File: config.mk
export PLATFORM = sky130hd
export DESIGN_NAME = mem_access_unit
export DESIGN_NICKNAME = d
export VERILOG_FILES = /design/src/rtl/mem_access_unit.sv
export SDC_FILE = /design/constraint.sdc
export NUM_CORES = 1
export LEC_CHECK = 0
export ABC_CLOCK_PERIOD_IN_PS = 3400
export CAP_MARGIN = 10
export CORE_MARGIN = 3
export CORE_UTILIZATION = 44
export DETAILED_ROUTE_END_ITERATION = 10
export PLACE_DENSITY = 0.88
export SLEW_MARGIN = 10
export SYNTH_ARGS = -nofsm -noshare
export SYNTH_HDL_FRONTEND = slang
export SYNTH_SLANG_ARGS = --single-unit
File: constraint.sdc
create_clock -name Clk -period 3.4 [get_ports Clk]
set_clock_uncertainty 0.05 [all_clocks]
set_input_delay 0.51 -clock Clk [delete_from_list [all_inputs] [get_ports Clk]]
set_output_delay 0.51 -clock Clk [all_outputs]
set_load 0.01 [all_outputs]
File: src/rtl/mem_access_unit.sv
// mem_access_unit: MEM-stage data-memory access controller.
// Issues a req/ack access to a variable-latency data memory, stalls the
// upstream pipeline while the access is in flight, aligns and extends load
// data, and keeps a sticky error flag for timeouts.
// Optional feature: define MEM_ALIGN_CHECK_EN to reject misaligned half/word
// accesses in IDLE (MemError set, no memory request issued).
module mem_access_unit #(
  parameter int unsigned TIMEOUT_CYCLES = 16,
  parameter int unsigned ADDR_W         = 32
) (
  input  logic              Clk,
  input  logic              Rst_n,
  input  logic              MemReadIn,
  input  logic              MemWriteIn,
  input  logic [1:0]        bytes2LoadIn,
  input  logic [1:0]        bytes2StoreIn,
  input  logic              LoadSignedIn,
  input  logic [ADDR_W-1:0] AddrIn,
  input  logic [31:0]       WriteDataIn,
  output logic              mem_req,
  output logic              mem_we,
  output logic [ADDR_W-1:0] mem_addr,
  output logic [3:0]        mem_be,
  output logic [31:0]       mem_wdata,
  input  logic [31:0]       mem_rdata,
  input  logic              mem_ack,
  output logic [31:0]       LoadDataOut,
  output logic              Stall,
  output logic              MemError
);

  typedef enum logic [1:0] {IDLE, WAIT, DONE} state_e;

  localparam logic [7:0] CNT_LAST = 8'(TIMEOUT_CYCLES - 1);

  state_e              state_q, state_d;
  logic [7:0]          cnt_q;
  logic                mem_req_q, mem_we_q;
  logic [ADDR_W-1:0]   mem_addr_q;
  logic [3:0]          mem_be_q;
  logic [31:0]         mem_wdata_q;
  logic [31:0]         load_data_q;
  logic                mem_error_q;
  // Load attributes latched at issue so extraction does not depend on EX/MEM
  logic                is_load_q;
  logic [1:0]          ld_size_q;
  logic [1:0]          lane_q;
  logic                ld_signed_q;

  logic                req;
  logic [1:0]          acc_size;
  logic [3:0]          be_d;
  logic [31:0]         wdata_d;
  logic                misalign;
  logic                at_limit;
  logic [7:0]          ld_byte;
  logic [15:0]         ld_half;
  logic [31:0]         load_ext;

  // Request decode: lane enables, replicated store data, alignment check
  always_comb begin
    req      = MemReadIn | MemWriteIn;
    acc_size = MemWriteIn ? bytes2StoreIn : bytes2LoadIn;
    be_d     = 4'b1111;
    wdata_d  = WriteDataIn;
    case (acc_size)
      2'b10: begin
        be_d    = 4'b0001 << AddrIn[1:0];
        wdata_d = {4{WriteDataIn[7:0]}};
      end
      2'b01: begin
        be_d    = AddrIn[1] ? 4'b1100 : 4'b0011;
        wdata_d = {2{WriteDataIn[15:0]}};
      end
      default: ;
    endcase
`ifdef MEM_ALIGN_CHECK_EN
    misalign = ((acc_size == 2'b01) && AddrIn[0]) ||
               (((acc_size == 2'b00) || (acc_size == 2'b11)) && (AddrIn[1:0] != 2'b00));
`else
    misalign = 1'b0;
`endif
  end

  // Lane select and extension of the returning read data
  always_comb begin
    ld_byte = mem_rdata[7:0];
    case (lane_q)
      2'd1:    ld_byte = mem_rdata[15:8];
      2'd2:    ld_byte = mem_rdata[23:16];
      2'd3:    ld_byte = mem_rdata[31:24];
      default: ld_byte = mem_rdata[7:0];
    endcase
    ld_half = lane_q[1] ? mem_rdata[31:16] : mem_rdata[15:0];
    case (ld_size_q)
      2'b10:   load_ext = {{24{ld_signed_q & ld_byte[7]}}, ld_byte};
      2'b01:   load_ext = {{16{ld_signed_q & ld_half[15]}}, ld_half};
      default: load_ext = mem_rdata;
    endcase
  end

  assign at_limit = (cnt_q == CNT_LAST);

  // State register
  always_ff @(posedge Clk) begin
    if (!Rst_n) state_q <= IDLE;
    else        state_q <= state_d;
  end

  // Next-state logic
  always_comb begin
    state_d = state_q;
    case (state_q)
      IDLE: if (req) state_d = misalign ? DONE : WAIT;
      WAIT: if (mem_ack || at_limit) state_d = DONE;
      DONE: state_d = IDLE;
      default: state_d = IDLE;
    endcase
  end

  // Stall covers the issuing IDLE cycle and every WAIT cycle
  always_comb begin
    Stall = ((state_q == IDLE) && req) || (state_q == WAIT);
  end

  // Memory interface, timeout counter, load result and sticky error
  always_ff @(posedge Clk) begin
    if (!Rst_n) begin
      cnt_q       <= '0;
      mem_req_q   <= 1'b0;
      mem_we_q    <= 1'b0;
      mem_addr_q  <= '0;
      mem_be_q    <= '0;
      mem_wdata_q <= '0;
      load_data_q <= '0;
      mem_error_q <= 1'b0;
      is_load_q   <= 1'b0;
      ld_size_q   <= '0;
      lane_q      <= '0;
      ld_signed_q <= 1'b0;
    end else begin
      case (state_q)
        IDLE: begin
          if (req && misalign) begin
            mem_error_q <= 1'b1;
            load_data_q <= '0;
          end else if (req) begin
            mem_req_q   <= 1'b1;
            mem_we_q    <= MemWriteIn;
            mem_addr_q  <= {AddrIn[ADDR_W-1:2], 2'b00};
            mem_be_q    <= be_d;
            mem_wdata_q <= wdata_d;
            cnt_q       <= '0;
            is_load_q   <= MemReadIn & ~MemWriteIn;
            ld_size_q   <= bytes2LoadIn;
            lane_q      <= AddrIn[1:0];
            ld_signed_q <= LoadSignedIn;
          end
        end
        WAIT: begin
          if (mem_ack) begin
            mem_req_q   <= 1'b0;
            load_data_q <= is_load_q ? load_ext : '0;
          end else if (at_limit) begin
            mem_req_q   <= 1'b0;
            mem_error_q <= 1'b1;
            load_data_q <= '0;
          end else begin
            cnt_q <= cnt_q + 8'd1;
          end
        end
        default: ;
      endcase
    end
  end

  assign mem_req     = mem_req_q;
  assign mem_we      = mem_we_q;
  assign mem_addr    = mem_addr_q;
  assign mem_be      = mem_be_q;
  assign mem_wdata   = mem_wdata_q;
  assign LoadDataOut = load_data_q;
  assign MemError    = mem_error_q;

endmodule

# After elaboration in Yosys (flattened, before gate mapping)
# Index checks and enable logic that the tools add are counted.
# totals
ff_bits,117
latchBits,0
ram_bits,0
rom_bits,0
in_bits,106
out_inout_bits,104
elab_cells,68
memories,0
# op_classes
addsub,1
mul,0
div_mod_pow,0
magnitude_cmp,0
eq_ne,14
n_shift,1
muxes,21
bitwise_logic,6
reduce_logical,12
# ops
op,count
case mux 32 bit (2 select lines),2
two-way mux 32 bit,3
two-way mux 8 bit,3
case mux 8 bit (3 select lines),1
two-way mux 16 bit,1
case mux 8 bit (2 select lines),1
adder 8 x 1 -> 8 bit (second input constant),1
equality test 2 x 1 -> 1 bit (second input constant),4
equality test 2 bit (second input constant),4
equality test 8 x 4 -> 1 bit (second input constant),1
inequality test 2 bit (second input constant),4
case mux 4 bit (2 select lines),1
two-way mux 2 bit,3
AND reduction 2 bit,3
AND reduction 3 bit,2
two-way mux 4 bit,1
case mux 2 bit (2 select lines),1
AND reduction 4 bit,1
nonzero test 2 bit,2
left shift 1 x 2 -> 4 bit (first input constant),1
bitwise AND 1 bit,3
two-way mux 1 bit,3
inequality test 3 bit (second input constant),1
logical NOT 2 bit,1
other kinds (5),7

# Longest topological paths before layout
# depth
word_depth,6
ltp_mapped,9
mapped_depth_nobuf,7

# Worst setup path before layout
# No wires, ideal clock.
# synth_path
kind,input to output
from,input port MemWriteIn
to,output port Stall
arrival_time_ns,1.525
required_time_ns,2.840
setup_slack_ns,1.315
path_stages,5
path_buffers,2
cell_sequence,or2_2 clkbuf_1 and2_1 buf_2 or2_2
# synth_via
elab_chain_len,3
# synth_rtl
element,line,text
from (decl),14,"input logic MemWriteIn,"
bitwise OR 1 bit,62,req = MemReadIn | MemWriteIn;
logical AND 1 bit,123,Stall = ((state_q == IDLE) && req) || (state_q == WAIT);
logical OR 1 bit,123,
to (decl),28,"output logic Stall,"
# No other way between the ends.

# Final worst setup path
# Ends and elaborated chain as after synthesis.

==> impl_metrics.json <==
{
  "cts-buffers-inserted": 17,
  "vias": 5299,
  "most_repeated_cell_in_the_gate_level_netlist_after_synthesis": "sky130_fd_sc_hd__nand2_1",
  "clk_root_buffer_cell": "sky130_fd_sc_hd__clkbuf_16",
  "finalMaxSlewViolations": 0,
  "place.gp.congestion": 0.874,
  "period_needed_ns": 2.94,
  "total_non_filler_cell_area_in_the_finished_layout_sq_um": 7790,
  "synth-edff-count": 0,
  "tritoncts": "built",
  "worst_hold_path_type": "flip-flop to flip-flop",
  "layout-drive-gt1-share": 0.0712,
  "flow.area_growth_from_synthesis_pct": 51.9,
  "drt-wirelength-per-cell_um": 17.0,
  "post_synth_inst_count": 621,
  "cts-htree-levels": 4,
  "syn_avg_cell_area_sq_um": 8.26,
  "synth_seq_cells": 117,
  "placed_cell_area_sq_um": 7230,
  "fp.coreArea_sq_um": 11100,
  "design.die.area_sq_um": 13000,
  "place.detailed.instances": 924,
  "timing.final.crit_share": 0.865,
  "fin_nets": 914,
  "synthesis.area_sq_um": 5130,
  "setup.worst_path.class": "input pin to output pin",
  "multi_input_comb_area_sq_um": 2540,
  "fmax_mhz": 340,
  "num_rows": 38,
  "initial_antenna_violation_count": 0,
  "drv_cap": 0,
  "area.sequential_sq_um": 2340,
  "port_buffers": 207,
  "drt-pass1-iter-count": 7,
  "tritoncts_num_sinks": 117,
  "largest_fanout_of_any_net_on_the_critical_path": 5,
  "grt_max_degree": 73,
  "grt_first_pass_wirelength_um": 25500,
  "final-setup-viol-count": 0,
  "design.portCount": 210,
  "initial_core_util": 0.461,
  "ys_types": 49,
  "power_density_over_cell_area_nw_per_um2": 513,
  "clk-insertion-delay-late_ns": 0.41,
  "instances_no_fill": 955,
  "postCtsSetupRepairBufs": 0,
  "setup-tns-final_ns": 0,
  "clk_pin_slew_ns": 0.05,
  "diodes_inserted": 0,
  "cts_resized": 0,
  "postSynth.topFlopCell": "sky130_fd_sc_hd__dfxtp_1",
  "post_drt_via_cell_ratio": 5.55,
  "yosys-top-cells-area": "sky130_fd_sc_hd__dfxtp_1, sky130_fd_sc_hd__nand2_1, sky130_fd_sc_hd__a21oi_1, sky130_fd_sc_hd__o21ai_0, sky130_fd_sc_hd__a22o_1",
  "required_ns": 2.84,
  "chipHeight_um": 114,
  "synthArstFlopShare": 0,
  "route.antenna.remaining_nets": 0,
  "dp.final_hpwl_um": 11500,
  "p_leak_nw": 2.92,
  "cp.arrival_ns": 2.38,
  "final_hold_viol_count": 0,
  "post_cts_hold_buffer_count": 0,
  "outcome": "completed",
  "routed_wl_um": 16200,
  "crit_path_end_kind": "output pin",
  "rsz0062_at_grt": "no",
  "synth.top_cell.area_share": 0.457,
  "fillers": 842,
  "peakVddDrop_v": 0.000437,
  "die-width_um": 114,
  "slew_of_the_pin_with_the_lowest_slew_margin_ns": 0.900,
  "worst_setup_path_start_kind": "input pin",
  "hold_ws_ns": 0.401,
  "timing.slew.headroom": 0.400,
  "groute.usage.overall": 0.244,
  "post_synth_most_frequent_cells": "sky130_fd_sc_hd__nand2_1, sky130_fd_sc_hd__dfxtp_1, sky130_fd_sc_hd__a21oi_1",
  "ys.warnings.count": 0,
  "drc": 0,
  "post-synth-top-area-cell": "sky130_fd_sc_hd__dfxtp_1",
  "grt_pass1_vias": 5183,
  "cts_buffer_depth": 2,
  "grt_overflow": 0,
  "p_total_w": 0.00400,
  "synth_seq_area_share": 0.457,
  "initialDrtViolationCount": 420
}
[layout by cell type, fill, tap and decap left out, types with 3 or more instances in the layout]
cell type / n
sky130_fd_sc_hd__mux2i_1: 3
sky130_fd_sc_hd__nand2_1: 138
sky130_fd_sc_hd__ha_1: 5
sky130_fd_sc_hd__mux4_2: 4
sky130_fd_sc_hd__clkbuf_1: 5
sky130_fd_sc_hd__dfxtp_1: 117
sky130_fd_sc_hd__or3_1: 3
sky130_fd_sc_hd__nand3_1: 9
sky130_fd_sc_hd__a22oi_1: 9
sky130_fd_sc_hd__nor2_1: 22
sky130_fd_sc_hd__o211ai_1: 4
sky130_fd_sc_hd__a221oi_1: 4
sky130_fd_sc_hd__o21ai_0: 51
sky130_fd_sc_hd__mux2_2: 11
sky130_fd_sc_hd__nand2b_1: 18
sky130_fd_sc_hd__clkdlybuf4s50_1: 207
sky130_fd_sc_hd__a211oi_1: 5
sky130_fd_sc_hd__inv_1: 8
sky130_fd_sc_hd__or2_2: 3
sky130_fd_sc_hd__a21oi_1: 85
sky130_fd_sc_hd__a21boi_0: 7
sky130_fd_sc_hd__and3_1: 3
sky130_fd_sc_hd__clkbuf_16: 17
sky130_fd_sc_hd__buf_4: 6
sky130_fd_sc_hd__clkbuf_8: 6
sky130_fd_sc_hd__o2bb2ai_1: 11
sky130_fd_sc_hd__a22o_1: 16
sky130_fd_sc_hd__a221o_1: 4
[metal layers]
metal,share of wire,vias up,global-route usage,routed length [um]
met2,0.49,271,0.420,7950
met3,0.10,36,0.0875,1630
met4,0.022,0,0.0847,363
met1,0.39,2461,0.279,6280
met5,0,-,0,0
li1,-,2531,-,-
[registers in the layout (all words and copies together), names as in the netlist, 2 cells and up]
signal	count
LoadDataOut	32
state_q	2
ld_size_q	2
mem_wdata	32
mem_be	4
lane_q	2
cnt_q	8
mem_addr	30
[kinds of logic after synthesis]
kind of cell,share of synthesized area
AND/OR/NAND/NOR,0.175
multiplexers,0.0476
flip-flops,0.457
other,0.000731
AO/OA/AOI/OAI,0.258
adder cells (fa/ha/maj),0.0122
buffers and inverters,0.0502
[path summary, 6_finish.rpt]
kind	startpoint	slack, ns	cells after the start	endpoint
setup / recovery	MemWriteIn	0.46	5	Stall
hold / removal	mem_wdata[17]	0.40	2	mem_wdata[17]
setup reg to reg	ld_size_q[0]	0.85	5	LoadDataOut[24]
hold reg to reg	mem_wdata[17]	0.40	2	mem_wdata[17]
[cell type report]
type / instances / area share
tap: 140 / 0.0225
inverter: 9 / 0.00434
clock buffer: 28 / 0.0676
clock inverter: 3 / 0.00514
multi-input combinational: 444 / 0.326
sequential: 117 / 0.301
timing repair buffer: 214 / 0.274
[worst max-delay path: stages]
cell and delay, ns:
sky130_fd_sc_hd__clkdlybuf4s50_1 0.49, sky130_fd_sc_hd__or2_2 0.38, sky130_fd_sc_hd__and2_2 0.22, sky130_fd_sc_hd__or2_2 0.30
sky130_fd_sc_hd__clkdlybuf4s50_1 0.48
[metrics by stage]
step	util	worst slack, ns
after floorplan	-	1.31
after global placement	0.649	0.486
after detailed placement	0.649	0.461
after CTS	0.700	0.454
after global routing	0.700	0.393
final	0.700	0.457
[power by group]
part	internal [W]	switching, W
clock network	0.00111	0.000582
logic	0.000384	0.000397
registers	0.00146	0.0000557
Power figures use the tool's default switching activity.
